--- config.mk ---
export PLATFORM = sky130hd
export DESIGN_NAME = mem_arbiter
export DESIGN_NICKNAME = d
export VERILOG_FILES = /design/src/rtl/mem_arbiter_pkg.sv /design/src/rtl/mem_arbiter_rr_picker.sv /design/src/rtl/mem_arbiter.sv
export SDC_FILE = /design/constraint.sdc
export NUM_CORES = 1
export LEC_CHECK = 0
export CORE_AREA = 2 2 158 160
export DETAILED_ROUTE_END_ITERATION = 8
export DIE_AREA = 0 0 160 162
export MAX_ROUTING_LAYER = met4
export PLACE_DENSITY = 0.72
export SLEW_MARGIN = 20
export SYNTH_ARGS = -nofsm -noshare
export SYNTH_HDL_FRONTEND = slang
export SYNTH_HIERARCHICAL = 1
export SYNTH_SLANG_ARGS = --single-unit
--- constraint.sdc ---
create_clock -name clk -period 6.02 [get_ports clk]
set_input_delay 1.505 -clock clk [delete_from_list [all_inputs] [get_ports clk]]
set_output_delay 1.505 -clock clk [all_outputs]
set_load 0.05 [all_outputs]
--- src/rtl/mem_arbiter_pkg.sv ---
// Shared types for the memory-port arbiter: FSM state encoding and wait-counter width.
package mem_arbiter_pkg;

  typedef enum logic [1:0] {
    ARB_IDLE  = 2'd0,
    ARB_ISSUE = 2'd1,
    ARB_WAIT  = 2'd2,
    ARB_RESP  = 2'd3
  } arb_state_e;

  // Large enough to hold MEM_LATENCY-1 for latencies up to 7.
  localparam int ARB_CNT_W = 3;

endpackage

--- src/rtl/mem_arbiter_rr_picker.sv ---
// Combinational round-robin picker: first set request at or after ptr_i, wrapping
// modulo NUM_REQ. Returns the one-hot grant, its index and whether anything won.
module rr_picker #(
  parameter int NUM_REQ = 4,
  localparam int IDX_W  = $clog2(NUM_REQ)
) (
  input  logic [NUM_REQ-1:0] req_i,
  input  logic [IDX_W-1:0]   ptr_i,
  output logic [NUM_REQ-1:0] gnt_o,
  output logic [IDX_W-1:0]   idx_o,
  output logic               any_o
);

  logic [IDX_W:0]   cand;
  logic [IDX_W-1:0] cand_idx;

  // NOTE: every output gets a default before the loop, so no path can leave one
  // unassigned and infer a latch.
  always_comb begin
    gnt_o    = '0;
    idx_o    = '0;
    any_o    = 1'b0;
    cand     = '0;
    cand_idx = '0;
    for (int off = 0; off < NUM_REQ; off++) begin
      cand = {1'b0, ptr_i} + (IDX_W+1)'(off);
      if (cand >= (IDX_W+1)'(NUM_REQ)) cand = cand - (IDX_W+1)'(NUM_REQ);
      cand_idx = cand[IDX_W-1:0];
      if (!any_o && req_i[cand_idx]) begin
        any_o           = 1'b1;
        idx_o           = cand_idx;
        gnt_o[cand_idx] = 1'b1;
      end
    end
  end

endmodule

--- src/rtl/mem_arbiter.sv ---
// Round-robin arbiter sharing one memory data port among NUM_REQ requesters;
// one transaction at a time through IDLE -> ISSUE -> (WAIT) -> RESP.
module mem_arbiter
  import mem_arbiter_pkg::*;
#(
  parameter int NUM_REQ     = 4,
  parameter int ADDR_W      = 32,
  parameter int DATA_W      = 32,
  parameter int MEM_LATENCY = 1
) (
  input  logic                      clk,
  input  logic                      reset,
  input  logic [NUM_REQ-1:0]        req_valid,
  input  logic [NUM_REQ-1:0]        req_we,
  input  logic [NUM_REQ*ADDR_W-1:0] req_addr,
  input  logic [NUM_REQ*DATA_W-1:0] req_wdata,
  output logic [NUM_REQ-1:0]        req_ready,
  output logic [NUM_REQ-1:0]        rsp_valid,
  output logic [DATA_W-1:0]         rsp_rdata,
  output logic [ADDR_W-1:0]         mem_addr,
  output logic [DATA_W-1:0]         mem_wdata,
  output logic                      mem_we,
  input  logic [DATA_W-1:0]         mem_rdata
);

  localparam int IDX_W = $clog2(NUM_REQ);

  arb_state_e           state_q, state_d;
  logic [IDX_W-1:0]     rr_ptr_q, rr_ptr_d;
  logic [IDX_W-1:0]     id_q, id_d;
  logic                 we_q, we_d;
  logic [ADDR_W-1:0]    addr_q, addr_d;
  logic [DATA_W-1:0]    wdata_q, wdata_d;
  logic [DATA_W-1:0]    rdata_q, rdata_d;
  logic [ARB_CNT_W-1:0] cnt_q, cnt_d;

  logic [NUM_REQ-1:0]   pick_gnt;
  logic [IDX_W-1:0]     pick_idx;
  logic                 pick_any;

  rr_picker #(.NUM_REQ(NUM_REQ)) u_picker (
    .req_i (req_valid),
    .ptr_i (rr_ptr_q),
    .gnt_o (pick_gnt),
    .idx_o (pick_idx),
    .any_o (pick_any)
  );

  always_comb begin
    state_d  = state_q;
    rr_ptr_d = rr_ptr_q;
    id_d     = id_q;
    we_d     = we_q;
    addr_d   = addr_q;
    wdata_d  = wdata_q;
    rdata_d  = rdata_q;
    cnt_d    = cnt_q;
    unique case (state_q)
      ARB_IDLE: begin
        // In IDLE req_ready equals the picker grant, so a winner is an accept.
        if (pick_any) begin
          id_d    = pick_idx;
          we_d    = req_we[pick_idx];
          addr_d  = req_addr[pick_idx*ADDR_W +: ADDR_W];
          wdata_d = req_wdata[pick_idx*DATA_W +: DATA_W];
          state_d = ARB_ISSUE;
        end
      end
      ARB_ISSUE: begin
        if (we_q) begin
          rdata_d = '0;
          state_d = ARB_RESP;
        end else begin
          cnt_d   = ARB_CNT_W'(MEM_LATENCY - 1);
          state_d = ARB_WAIT;
        end
      end
      ARB_WAIT: begin
        if (cnt_q == '0) begin
          rdata_d = mem_rdata;
          state_d = ARB_RESP;
        end else begin
          cnt_d = cnt_q - 1'b1;
        end
      end
      ARB_RESP: begin
        rr_ptr_d = (id_q == IDX_W'(NUM_REQ - 1)) ? '0 : id_q + 1'b1;
        state_d  = ARB_IDLE;
      end
      default: state_d = ARB_IDLE;
    endcase
  end

  // NOTE: state registers use non-blocking assignments so every flop samples
  // the pre-edge values regardless of statement order.
  always_ff @(posedge clk) begin
    if (reset) begin
      state_q  <= ARB_IDLE;
      rr_ptr_q <= '0;
      id_q     <= '0;
      we_q     <= 1'b0;
      addr_q   <= '0;
      wdata_q  <= '0;
      rdata_q  <= '0;
      cnt_q    <= '0;
    end else begin
      state_q  <= state_d;
      rr_ptr_q <= rr_ptr_d;
      id_q     <= id_d;
      we_q     <= we_d;
      addr_q   <= addr_d;
      wdata_q  <= wdata_d;
      rdata_q  <= rdata_d;
      cnt_q    <= cnt_d;
    end
  end

  // Ready is masked during reset so no handshake appears on an edge that cannot accept.
  assign req_ready = (state_q == ARB_IDLE && !reset) ? pick_gnt : '0;
  assign rsp_valid = (state_q == ARB_RESP) ? (NUM_REQ'(1) << id_q) : '0;
  assign rsp_rdata = rdata_q;
  assign mem_addr  = (state_q == ARB_ISSUE || state_q == ARB_WAIT) ? addr_q : '0;
  assign mem_wdata = (state_q == ARB_ISSUE) ? wdata_q : '0;
  assign mem_we    = (state_q == ARB_ISSUE) && we_q;

endmodule

==> metrics.txt <==
clock root cell clkbuf_16; status completed; kind of cell adding the most delay to the critical path buffers and inverters; Post-Route WL 23000 um; max_cap viols 0; RSZ-0062 raised after global routing false; WL/cell 17.3 um; row count 57; Fill cells roughly 2.4k; port bufs 402; worst path bufs/invs 2; Crit. End Element output port; Sum Neg Setup Slack 0 ns; largest net degree at the start of global routing 66; fraction of registers with async set or reset after synthesis 0%; Worst setup SP type primary input; Hold WC Path Type flip-flop to flip-flop; Worst slew margin 28.9%; commonest cells after routing, fill and taps aside clkdlybuf4s50_1 (398), dfxtp_1 (106), and2_1 (72); CP Cell Sequence clkdlybuf4s50_1 -> mux4_2 -> nor4b_4 -> a22oi_1 -> o21ai_0 -> and2_1 -> buf_4; CTS max path bufs 2; WP data required 4.51 ns; P&R area growth vs syn 68.6%; largest stage delay on the critical path 0.66 ns; Overflow after GRT 0; Global Route Usage Sum 17.8%; register area share after synthesis 32.8%; Synth area leader dfxtp_1; DR iter-0 viols between 300 and 400; clk sink count approximately 110; EDFF count, synth 0; CTS tree built; Placeable Area 24100 um^2; drt drc 0; maximum fanout along the worst path 13; Final Setup Violations 0; TritonCTS Buffers 9; top_reg_cell synth dfxtp_1; vias per cell 4.74; Setup WS post-layout 0.832 ns; total power draw 0.00441 W; commonest non-fill, non-tap cell in the layout clkdlybuf4s50_1; postcts setup bufs 0; Lkg Pwr 4.06 nW; first-pass iteration count of the detailed router 4; FMAX roughly 0.19 GHz; die area ~26000 um^2; clock latency on the worst-skew pair 0.35 ns; # hold bufs at CTS 0; post-route cell area 10900 um^2; power per cell area 404 nW/um^2; top cells by area, synth dfxtp_1 (33%), mux2i_1 (11%), and2_1 (7.0%), mux2_2 (5.6%), a22oi_1 (4.9%); first-pass GRT wire length 35200 um; hold_ws 0.480 ns; gp weighted congestion slightly above 0.8; via count of the first global-routing pass 6508; Tcrit/Tclk final ~86%; final clock skew 0.00706 ns; Syn Std Cell Area 6480 um^2; Vias about 6.3k; die height 162 um; cts repair resizes 0; WS Path Type primary input to output port; number of synthesis warnings 6; DP Wirelength 18000 um; proportion of layout cells with a drive suffix above 1 a little under an eighth; Die Width 160 um; worst vdd ir 0.166 mV; Netlist cell types 47; CTS HTree Levels 3; antenna violations before repair 3; Synth top area share 32.8%; post-synthesis sequential element count approximately 110; DP Worst Slack 0.836 ns; Final nets 1308; area post-placement 10600 um^2; CP max-delay cell mux4_2; Starting Density 26.9%; io pins 403; Period minus WS final between 5 and 6 ns; post-synthesis net count 938; arrival time at the worst endpoint around 3.7 ns; ANT nets after route 0; Mapped Avg Cell Area 10.4 um^2; Slew Limit Fails 0; Hold Fails Final Rpt 0; Clock transition at path regs ~0.080 ns; Synth Instances 624; Slew @ Worst Pin 1.07 ns
==> routing by layer <==
metal	global-route usage (%)	share of wire [%]	vias up
met1	19.7	40	2931
met5	-	0	-
li1	-	-	3064
met2	31.2	50	273
met4	5.45	1.9	0
met3	4.90	7.8	24
==> Yosys cell counts (2+ instances only) <==
master,count
nand3_1,3
buf_6,14
mux2i_1,69
nor2_1,18
o21ai_1,53
a22oi_2,19
clkbuf_1,14
buf_2,11
nand2b_1,5
nand2_1,5
ha_1,16
dfxtp_1,106
a21oi_1,5
nand4b_1,2
mux4_2,2
a22oi_1,42
o32ai_1,2
mux2_1,15
mux2_4,20
mux4_1,2
or2_2,3
o21ai_0,5
nor2b_1,4
and2_1,72
buf_4,9
a221o_1,12
a22o_1,32
mux2_2,32
buf_12,2
inv_1,11
o211ai_1,2
buf_8,2
==> report_power, final <==
group          switching [W]  total, W  internal (W)  leakage (nW)
clock network       0.000294  0.000594      0.000300         0.142
logic                0.00155   0.00268       0.00113          3.05
registers           0.000154   0.00114      0.000982         0.869
==> stage by stage <==
step / utilization, % / std cells
after floorplan: - / 624
after global placement: 44.1 / 1307
after detailed placement: 44.1 / 1307
after CTS: 45.3 / 1323
after global routing: 45.3 / 1326
final: 45.3 / 1327
==> worst reg2reg max path: cells and delay by family (launching register included) <==
| family | cells | cell delay (ns) |
|---|---|---|
| simple gates | 3 | 1.55 |
| mux | 1 | 0.45 |
| fa+ha+maj | 1 | 0.41 |
| flops | 1 | 0.72 |
| compound gates | 3 | 0.58 |
| buf+inv | 1 | 0.16 |
==> kinds of logic after synthesis <==
| logic type | synth area share [%] |
|---|---|
| AO/OA/AOI/OAI | 21.1 |
| multiplexers | 25.0 |
| AND/OR/NAND/NOR | 11.1 |
| flip-flops | 32.8 |
| buffers and inverters | 6.97 |
| adder cells (fa/ha/maj) | 3.09 |
==> worst paths after layout <==
kind / endpoint / start / slack [ns] / cells past startpoint
worst max-delay path: req_ready[1] / req_valid[3] / 0.83 / 7
worst min-delay path: rsp_rdata[28] / rsp_rdata[28] / 0.48 / 1
worst max register to register: addr_q[3] / rr_ptr_q[0] / 2.10 / 9
worst min register to register: rsp_rdata[28] / rsp_rdata[28] / 0.48 / 1
==> flip-flops by register name, summed over array words and instances, names as in the netlist <==
name,flops
cnt_q,3
state_q,2
wdata_q,32
id_q,2
rr_ptr_q,2
rsp_rdata,32
addr_q,32
we_q,1
==> area by class of cell <==
| cell class | instances | area (um^2) | area share, % |
|---|---|---|---|
| inverters | 11 | 41.3 | 0.378 |
| clock inverters | 5 | 46.3 | 0.424 |
| diodes | 4 | 10.0 | 0.0916 |
| well taps | 324 | 405 | 3.71 |
| flip-flops and latches | 106 | 2120 | 19.4 |
| clock buffers | 11 | 243 | 2.22 |
| multi-input cells | 454 | 3940 | 36.1 |
| repair buffers | 412 | 4110 | 37.7 |
Note: power is estimated with default switching activity, not from simulation.
